`config.mk`:
```
export PLATFORM = sky130hd
export DESIGN_NAME = zinput_hub
export DESIGN_NICKNAME = d
export VERILOG_FILES = /design/src/rtl/zinput_hub_pkg.sv /design/src/rtl/zinput_evfifo.sv /design/src/rtl/zinput_hub.sv
export SDC_FILE = /design/constraint.sdc
export NUM_CORES = 1
export LEC_CHECK = 0
export ABC_AREA = 1
export CAP_MARGIN = 20
export CORE_ASPECT_RATIO = 1.2
export CORE_UTILIZATION = 58
export CTS_BUF_LIST = sky130_fd_sc_hd__clkbuf_4 sky130_fd_sc_hd__clkbuf_8 sky130_fd_sc_hd__clkbuf_16
export CTS_CLUSTER_DIAMETER = 100
export CTS_CLUSTER_SIZE = 10
export DETAILED_ROUTE_END_ITERATION = 10
export PLACE_DENSITY = 0.85
export SLEW_MARGIN = 15
export SYNTH_ARGS = -nofsm -noshare
export SYNTH_HDL_FRONTEND = slang
export SYNTH_SLANG_ARGS = --single-unit
```
`constraint.sdc`:
```
create_clock -name fclk -period 3.2 [get_ports fclk]
set_input_delay 0.48 -clock fclk [delete_from_list [all_inputs] [get_ports fclk]]
set_output_delay 0.48 -clock fclk [all_outputs]
set_load 0.005 [all_outputs]
```
`src/rtl/zinput_hub_pkg.sv`:
```
// Shared types and defaults for the input hub.
// Events are {press, index}: press flag at bit IDXW, key index below it.
package zinput_hub_pkg;

  typedef enum logic {
    S_IDLE = 1'b0,
    S_SCAN = 1'b1
  } scan_e;

  localparam int ROWS_DEF     = 8;
  localparam int COLS_DEF     = 5;
  localparam int MUS_CH_DEF   = 4;
  localparam int EV_DEPTH_DEF = 8;

  function automatic int ev_width(input int idxw);
    return idxw + 1;
  endfunction

endpackage

```
`src/rtl/zinput_evfifo.sv`:
```
// Key-event FIFO with sticky drop flag.
// Pointers carry one wrap bit above the address.
module zinput_evfifo #(
  parameter int DEPTH = 8,
  parameter int W     = 7
) (
  input  logic         clk,
  input  logic         rst_n,
  input  logic         clr,
  input  logic         wr,
  input  logic [W-1:0] wr_data,
  input  logic         rd,
  output logic [W-1:0] rd_data,
  output logic         empty,
  output logic         ovf
);

  localparam int AW = $clog2(DEPTH);

  logic [W-1:0] mem_q [DEPTH];
  logic [AW:0]  wptr_q, wptr_d;
  logic [AW:0]  rptr_q, rptr_d;
  logic         ovf_q, ovf_d;
  logic         full, do_rd, do_wr;

  assign empty   = (wptr_q == rptr_q);
  assign full    = (wptr_q[AW] != rptr_q[AW]) &&
                   (wptr_q[AW-1:0] == rptr_q[AW-1:0]);
  assign do_rd   = rd && !empty;
  // A same-cycle pop frees the slot, so a full FIFO still accepts.
  assign do_wr   = wr && (!full || do_rd);
  assign rd_data = mem_q[rptr_q[AW-1:0]];
  assign ovf     = ovf_q;

  always_comb begin
    wptr_d = wptr_q;
    rptr_d = rptr_q;
    ovf_d  = ovf_q;
    if (clr) begin
      wptr_d = '0;
      rptr_d = '0;
      ovf_d  = 1'b0;
    end else begin
      if (do_rd) rptr_d = rptr_q + 1'b1;
      if (do_wr) wptr_d = wptr_q + 1'b1;
      if (wr && !do_wr) ovf_d = 1'b1;
    end
  end

  always_ff @(posedge clk or negedge rst_n) begin
    if (!rst_n) begin
      wptr_q <= '0;
      rptr_q <= '0;
      ovf_q  <= 1'b0;
    end else begin
      wptr_q <= wptr_d;
      rptr_q <= rptr_d;
      ovf_q  <= ovf_d;
    end
  end

  always_ff @(posedge clk) begin
    if (do_wr && !clr) mem_q[wptr_q[AW-1:0]] <= wr_data;
  end

endmodule

```
`src/rtl/zinput_hub.sv`:
```
// Keyboard matrix, mouse/joystick registers and key-change scanner.
// Changed keys are walked in index order and queued as events.
module zinput_hub
  import zinput_hub_pkg::*;
#(
  parameter int ROWS     = ROWS_DEF,
  parameter int COLS     = COLS_DEF,
  parameter int MUS_CH   = MUS_CH_DEF,
  parameter int EV_DEPTH = EV_DEPTH_DEF,
  localparam int NK      = ROWS * COLS,
  localparam int IDXW    = $clog2(NK),
  localparam int CHW     = $clog2(MUS_CH),
  localparam int EW      = ev_width(IDXW)
) (
  input  logic              fclk,
  input  logic              rst_n,
  input  logic [NK-1:0]     kbd_in,
  input  logic              kbd_stb,
  input  logic [7:0]        mus_in,
  input  logic [MUS_CH-1:0] mus_stb,
  input  logic [MUS_CH-1:0] mus_acc,
  input  logic              kj_stb,
  input  logic [ROWS-1:0]   zah,
  input  logic [CHW-1:0]    mus_sel,
  input  logic              ev_rd,
  input  logic              ev_clr,
  output logic [COLS-1:0]   kbd_data,
  output logic [7:0]        mus_data,
  output logic [4:0]        kj_data,
  output logic [EW-1:0]     ev_data,
  output logic              ev_empty,
  output logic              ev_ovf
);

  scan_e           state_q, state_d;
  logic [IDXW-1:0] idx_q, idx_d;
  logic [NK-1:0]   kbd_q, kbd_d;
  logic [NK-1:0]   pend_q, pend_d;
  logic [7:0]      mus_q [MUS_CH];
  logic [7:0]      mus_d [MUS_CH];
  logic [4:0]      kj_q, kj_d;
  logic            push;
  logic [EW-1:0]   ev_w;

  assign ev_w    = {kbd_q[idx_q], idx_q};
  assign kj_data = kj_q;

  always_comb begin
    kbd_data = '1;
    for (int c = 0; c < COLS; c++)
      for (int r = 0; r < ROWS; r++)
        if (!zah[r]) kbd_data[c] = kbd_data[c] & ~kbd_q[r+ROWS*c];
  end

  always_comb begin
    mus_data = 8'hFF;
    if (int'(mus_sel) < MUS_CH) mus_data = mus_q[mus_sel];
  end

  always_comb begin
    for (int i = 0; i < MUS_CH; i++) begin
      mus_d[i] = mus_q[i];
      if (mus_stb[i]) mus_d[i] = mus_acc[i] ? mus_q[i] + mus_in : mus_in;
    end
    kj_d = kj_stb ? mus_in[4:0] : kj_q;
  end

  always_comb begin
    state_d = state_q;
    idx_d   = idx_q;
    kbd_d   = kbd_q;
    pend_d  = pend_q;
    push    = 1'b0;
    unique case (state_q)
      S_IDLE: begin
        if (!kbd_stb && |pend_q) begin
          state_d = S_SCAN;
          idx_d   = '0;
        end
      end
      S_SCAN: begin
        if (kbd_stb) begin
          idx_d = '0;
        end else begin
          if (pend_q[idx_q]) begin
            push          = 1'b1;
            pend_d[idx_q] = 1'b0;
          end
          if (idx_q == IDXW'(NK-1)) begin
            state_d = S_IDLE;
            idx_d   = '0;
          end else begin
            idx_d = idx_q + 1'b1;
          end
        end
      end
      default: state_d = S_IDLE;
    endcase
    if (kbd_stb) begin
      kbd_d  = kbd_in;
      pend_d = pend_q | (kbd_q ^ kbd_in);
    end
  end

  always_ff @(posedge fclk or negedge rst_n) begin
    if (!rst_n) begin
      state_q <= S_IDLE;
      idx_q   <= '0;
      kbd_q   <= '0;
      pend_q  <= '0;
      kj_q    <= '0;
      for (int i = 0; i < MUS_CH; i++) mus_q[i] <= '0;
    end else begin
      state_q <= state_d;
      idx_q   <= idx_d;
      kbd_q   <= kbd_d;
      pend_q  <= pend_d;
      kj_q    <= kj_d;
      for (int i = 0; i < MUS_CH; i++) mus_q[i] <= mus_d[i];
    end
  end

  zinput_evfifo #(
    .DEPTH (EV_DEPTH),
    .W     (EW)
  ) u_fifo (
    .clk     (fclk),
    .rst_n   (rst_n),
    .clr     (ev_clr),
    .wr      (push),
    .wr_data (ev_w),
    .rd      (ev_rd),
    .rd_data (ev_data),
    .empty   (ev_empty),
    .ovf     (ev_ovf)
  );

endmodule
```
# --- Word level (Yosys, flattened, before mapping) ---
# Memory sizes are Yosys's and may differ from the RTL's.
# Index checks and enable logic that the tools add are counted.
totals:
  n_memories: 1
  regBits: 133
  output_inout_bits: 27
  input_bits: 72
  word_cells: 204
  ramBits: 56
op_classes:
  n_bitwise: 81
  eq_ne: 5
  order_cmp: 3
  addsub: 7
  muxes: 75
  n_reduce_logical: 20
mem_list:
  columns: ["memory", "words", "width", "read_ports", "rd_ports_with_merged_regs", "write_ports", "line_no", "source"]
  rows:
  - ["u_fifo.mem_q", 8, 7, 1, 0, 1, "zinput_evfifo.sv:20", "logic [W-1:0] mem_q [DEPTH];"]
op_table:
  columns: ["op", "count"]
  rows:
  - ["$mux W40", 3]
  - ["$mux W1", 53]
  - ["$mux W8", 6]
  - ["$not A1 Y1", 41]
  - ["$and A40 B40 Y40", 1]
  - ["$not A40 Y40", 1]
  - ["$or A40 B40 Y40", 1]
  - ["$reduce_or A40 Y1", 1]
  - ["$xor A40 B40 Y40", 1]
  - ["$and A1 B1 Y1", 35]
  - ["$add A8 B8 Y8", 4]
  - ["$mux W6", 3]
  - ["$bmux W8 S2", 1]
  - ["$mux W4", 4]
  - ["$bmux W1 S6", 2]
  - ["$pmux W6 S2", 1]
  - ["$reduce_bool A2 Y1", 5]
  - ["$add A4 B1 Y4 const B", 2]
  - ["$logic_and A1 B1 Y1", 7]
  - ["$lt A6 B7 Y1 const B", 1]
  - ["$add A6 B1 Y6 const B", 1]
  - ["$demux W1 S6", 1]
  - ["$eq A6 B6 Y1 const B", 1]
  - ["$ge A6 B1 Y1 const B", 1]
  - ["other kinds (10)", 14]

# --- Logic depth before layout (Yosys ltp) ---
logic_depth:
  depth_word: 16
  ltp_mapped: 15
  ltp_nobuf: 14

# --- Cells and area by module ---
# From an unflattened synthesis, not the netlist that was laid out.
hier_totals:
  hier_cells: 1585
  hier_area_um2: 11920.2
modules_own_cells:
  columns: ["module", "area_per_inst_um2", "cells_per_inst", "n_inst", "seq_area_each_um2"]
  rows:
  - ["zinput_hub", 9067.4, 1322, 1, 3103.0]
  - ["zinput_evfifo", 2852.7, 263, 1, 1906.8]

# --- Worst setup path before layout ---
# Ideal clock, no wire load.
synth_timing:
  path_kind: "reg2reg"
  from: "register idx_q[0]"
  to: "memory u_fifo.mem_q[7][0] (enable)"
  arrival_ns: 2.027
  setup_slack_ns: 0.793
  t_required_ns: 2.820
  stages_incl_launch_ff: 14
  setup_time_ns: 0.380
  path_buffers: 2
  synth_period_minus_slack_ns: 2.407
  cell_sequence: "dfrtp_1 > buf_6 > buf_6 > o21ai_1 > nand2_1 > nand2_1 > nand2_1 > nand2_1 > nand2_1 > nand2_1 > nor2_4 > nor2_8 > nand2_2 > nor3_1"
synth_via:
  elab_chain_len: 9
synth_lines:
  columns: ["element", "line_no", "source"]
  rows:
  - ["start: declaration", "zinput_hub.sv:36", "logic [IDXW-1:0] idx_q, idx_d;"]
  - ["start signal: assignment", "zinput_hub.sv:115", "idx_q <= idx_d;"]
  - ["$bmux W1 S6", "zinput_hub.sv:85", "if (pend_q[idx_q]) begin"]
  - ["$mux W1 (implied by the code)", "zinput_hub.sv:85", null]
  - ["$mux W1", "zinput_hub.sv:85", null]
  - ["$mux W1", "zinput_hub.sv:82", "if (kbd_stb) begin"]
  - ["$mux W1", "zinput_hub.sv:74", "unique case (state_q)"]
  - ["$logic_and A1 B1 Y1", "zinput_evfifo.sv:31", "assign do_wr = wr && (!full || do_rd);"]
  - ["$logic_and A1 B1 Y1", "zinput_evfifo.sv:63", "if (do_wr && !clr) mem_q[wptr_q[AW-1:0]] <= wr_data;"]
  - ["$mux W1", "zinput_evfifo.sv:63", null]
  - ["$mux W1 (implied by the code)", "zinput_evfifo.sv:63", null]
  - ["end: declaration", "zinput_evfifo.sv:20", null]
# No other way between the ends. The select of a mux whose other input is x is not followed.

# --- Final worst setup path ---
layout_timing:
  from: "register u_fifo.rptr_q[0]"
  to: "output ev_data[5]"
layout_via:
  elab_chain_len: 1
layout_lines:
  columns: ["element", "line_no", "source"]
  rows:
  - ["start: declaration", "zinput_evfifo.sv:22", "logic [AW:0] rptr_q, rptr_d;"]
  - ["start signal: assignment", "zinput_evfifo.sv:57", "rptr_q <= rptr_d;"]
  - ["$mem_v2 Z8 W7", null, null]
  - ["end: declaration", "zinput_hub.sv:30", "output logic [EW-1:0] ev_data,"]
# No other way between the ends.

==> flow_metrics.py <==
metrics = {
    "outcome": {
        "status": "finished, final reports clean",
    },
    "global_routing": {
        "grtUsageTotal": 0.3183,
        "antenna_found_initial": 0,
        "grt_pass1_wl_um": 47060,
        "grt_pass1_vias": 9337,
        "grt_overflow": 0,
        "grt_max_degree": 114,
    },
    "sta": {
        "holdWs_ns": 0.003847,
        "skew_ns": 0.008161,
        "hold_violations": 0,
        "drv_slew": 0,
        "worstMarginPinSlew_ns": 0.9658,
        "timing.slew.headroom": 0.3561,
        "finalSetupViolCount": 0,
        "setup_tns_ns": 0,
        "fin_crit_sh": 0.9388,
        "grt_setup_unrepaired": "false",
        "layout_min_cycle_time_ns": 3.004,
        "timing.fmax_mhz": 332.9,
    },
    "synthesis": {
        "synth_mux_area_frac": 0.004183,
        "avgSynthCellArea_sq_um": 7.970,
        "synth_top_family_by_area": "compound AO/OA/AOI/OAI gates",
        "syn_inst": 1351,
        "synthesis.area_sq_um": 10770,
        "synth_xor_area_frac": 0.01789,
        "synth_nets": 1458,
        "synth-compound-area-share": 0.1957,
        "synth-simple-area-share": 0.1870,
        "ys_types": 43,
        "synth_fa_ha_area_frac": 0.04346,
        "synth_seq_cells": 189,
        "synth_warnings": 0,
        "ys_seq_area_frac": 0.4653,
    },
    "route": {
        "ant_nets": 0,
        "drt_iter0_drc": 995,
        "drt-vias-per-instance": 6.038,
        "wl_um": 29780,
        "firstDrtPassIters": 7,
        "num_vias": 10180,
        "avgRoutedWirePerCell_um": 17.66,
        "drcViolationCount": 0,
    },
    "layout": {
        "syn_to_final_growth_pct": 16.73,
        "n_antenna_cell": 0,
        "layout.nets": 1556,
        "regArea_sq_um": 5010,
        "final_cell_mix": "263 x nand2_1, 180 x inv_1, 178 x o21ai_0, 134 x nor2_1, 133 x dfrtp_1",
        "final_layout_size_suffix_gt1_frac": 0.06019,
        "final_common_cell": "nand2_1",
        "fillers": 1384,
        "multi_input_area_sq_um": 4826,
    },
    "power": {
        "power_frac_comb": 0.379,
        "power.internal_w": 0.004920,
        "p_clk_frac": 0.252,
        "p_sw_w": 0.003151,
        "ir_drop_mv": 0.4398,
        "swShare": 0.3904,
        "p_per_area_nw_per_um2": 642.1,
        "pwr-share-seq": 0.369,
        "leakagePower_nw": 5.937,
    },
    "worst_setup_path": {
        "endpoint_kind": "output port",
        "worstRegToRegCells": 9,
        "r2r-end": "u_fifo.mem_q[5][6]",
        "required_ns": 2.72,
        "reg2reg_from": "idx_q[1]",
        "critPathKind": "flop to output port",
        "arrival_ns": 2.52,
        "path_max_fanout": 19,
        "cp-startpoint": "u_fifo.rptr_q[0]",
        "startpoint_type": "flop",
        "rrSetupSlack_ns": 0.63,
    },
    "die": {
        "die_w_um": 126.4,
        "die-height_um": 151.3,
        "die_area_sq_um": 19120,
        "core_sq_um": 18170,
        "pin_count": 99,
        "initial_utilization": 0.5925,
        "row_count": 54,
    },
    "job": {
        "maxCapViolations": 0,
    },
    "clock_tree": {
        "path_clk_slew_ns": 0.07,
        "clock-root-buffer": "clkbuf_16",
        "cts_setup_buffers": 0,
        "clk_latency_ns": 0.44,
        "htreeDepth": 4,
        "cts.sinks": 189,
        "cts_tree": "built",
        "cts_resized": 0,
        "clk_path_buf_depth": 2,
        "numCtsBuffers": 17,
        "holdBufCountCts": 0,
    },
    "placed_design": {
        "io_buffer_count": 98,
        "hpwlAfterDp_um": 20610,
        "gp_congestion": 0.9811,
    },
    "min_path": {
        "holdCritPathClass": "input port to async pin",
    },
}
-- synth_stat cells --
library cell | instances | area share
a31o_2 | 6 | 0.0049
o21ai_1 | 9 | 0.0042
nor4_1 | 12 | 0.0070
clkinv_1 | 5 | 0.0017
xnor2_1 | 8 | 0.0065
nor3_1 | 7 | 0.0033
o211ai_1 | 4 | 0.0028
buf_6 | 5 | 0.0052
clkbuf_1 | 29 | 0.010
inv_1 | 180 | 0.063
nand2_2 | 1 | 0.00058
buf_4 | 3 | 0.0021
o21a_1 | 1 | 0.00070
nand3_2 | 1 | 0.00093
a21oi_1 | 81 | 0.038
buf_2 | 6 | 0.0028
nor3_2 | 2 | 0.0019
a21boi_0 | 2 | 0.0014
a22oi_1 | 6 | 0.0042
a31oi_1 | 50 | 0.029
a211oi_1 | 1 | 0.00070
nor2_1 | 134 | 0.047
nand3_1 | 39 | 0.018
clkbuf_2 | 1 | 0.00046
ha_1 | 31 | 0.036
nand2_1 | 263 | 0.092
dfrtp_1 | 133 | 0.31
nand4_2 | 1 | 0.0012
o21ai_0 | 178 | 0.083
edfxtp_1 | 56 | 0.16
a221oi_1 | 2 | 0.0016
mux2_2 | 4 | 0.0042
inv_2 | 1 | 0.00035
nor2_4 | 1 | 0.0010
or2_2 | 6 | 0.0035
xor2_1 | 14 | 0.011
o22ai_1 | 43 | 0.025
o221ai_1 | 1 | 0.00081
buf_1 | 3 | 0.0010
nor2_8 | 1 | 0.0019
nand4_1 | 14 | 0.0081
nor2_2 | 2 | 0.0012
fa_1 | 4 | 0.0074
-- metrics by stage --
stage / total power, W / instances / setup WS, ns / utilization / area [sq um]
2_1_floorplan: 0.004938 / 1351 / 0.7931 / - / 10770
3_3_place_gp: 0.005919 / 1654 / 0.4955 / 0.6610 / 12010
3_5_place_dp: 0.006000 / 1654 / 0.4290 / 0.6610 / 12010
4_1_cts: 0.008021 / 1686 / 0.1726 / 0.6916 / 12570
5_1_grt: 0.008497 / 1686 / 0.06538 / 0.6916 / 12570
6_report: 0.008071 / 1686 / 0.1957 / 0.6916 / 12570
-- worst max-delay path, cell delays in order (launching register included) --
cell             delay (ns)
dfrtp_1                0.38
inv_1                  0.43
o21ai_0                0.21
o22ai_1                0.29
nor2_1                 0.07
a31oi_1                0.17
clkdlybuf4s50_1        0.54
-- registers in the layout (all words and copies together) (netlist names) --
signal / cells
u_fifo.mem_q: 56
kbd_q: 40
pend_q: 40
mus_q: 32
idx_q: 6
kj_data: 5
u_fifo.rptr_q: 4
u_fifo.wptr_q: 4
state_q: 1
u_fifo.ovf: 1
-- layer usage --
layer  track usage  vias to the layer above  routed length, um
met5             0                        -                  0
met4        0.1771                        0               1534
met3       0.04380                      112               2500
met2        0.5475                      614              14600
met1        0.3888                     4690              11150
li1              -                     4764                  -
-- final cells by class --
cell class	count	share of cell area
flip-flops and latches	189	0.3986
multi-input cells	929	0.3839
repair buffers	126	0.09546
inverters	186	0.05554
clock buffers	17	0.03384
well taps	224	0.02230
clock inverters	15	0.01035
-- kinds of logic (layout without fill, tap and decap cells) --
| kind of cell | Yosys count | after routing |
|---|---|---|
| buffers and inverters | 233 | 344 |
| AND/OR/NAND/NOR | 484 | 484 |
| multiplexers | 4 | 4 |
| flip-flops | 189 | 189 |
| adder cells (fa/ha/maj) | 35 | 35 |
| AO/OA/AOI/OAI | 384 | 384 |
| XOR/XNOR | 22 | 22 |
-- power groups by stage --
stage                     combinational [W]  clock (W)  sequential (W)
final                               0.00306    0.00204         0.00297
after global placement              0.00291          0         0.00300
after floorplan                     0.00197          0         0.00297
after CTS                           0.00302    0.00204         0.00297
after global routing                0.00337    0.00213         0.00300
after detailed placement            0.00299          0         0.00301
-- how the worst max path moves through the flow --
stage | end | slack [ns] | depth (start not counted)
after global placement | kbd_data[0] | 0.50 | 4
after floorplan | u_fifo.mem_q[7][0] | 0.79 | 13
final | ev_data[5] | 0.20 | 6
after global routing | ev_data[5] | 0.07 | 6
after CTS | ev_data[5] | 0.17 | 6
after detailed placement | mus_q[30] | 0.43 | 13
No activity file was read; power rests on OpenSTA's default activity.
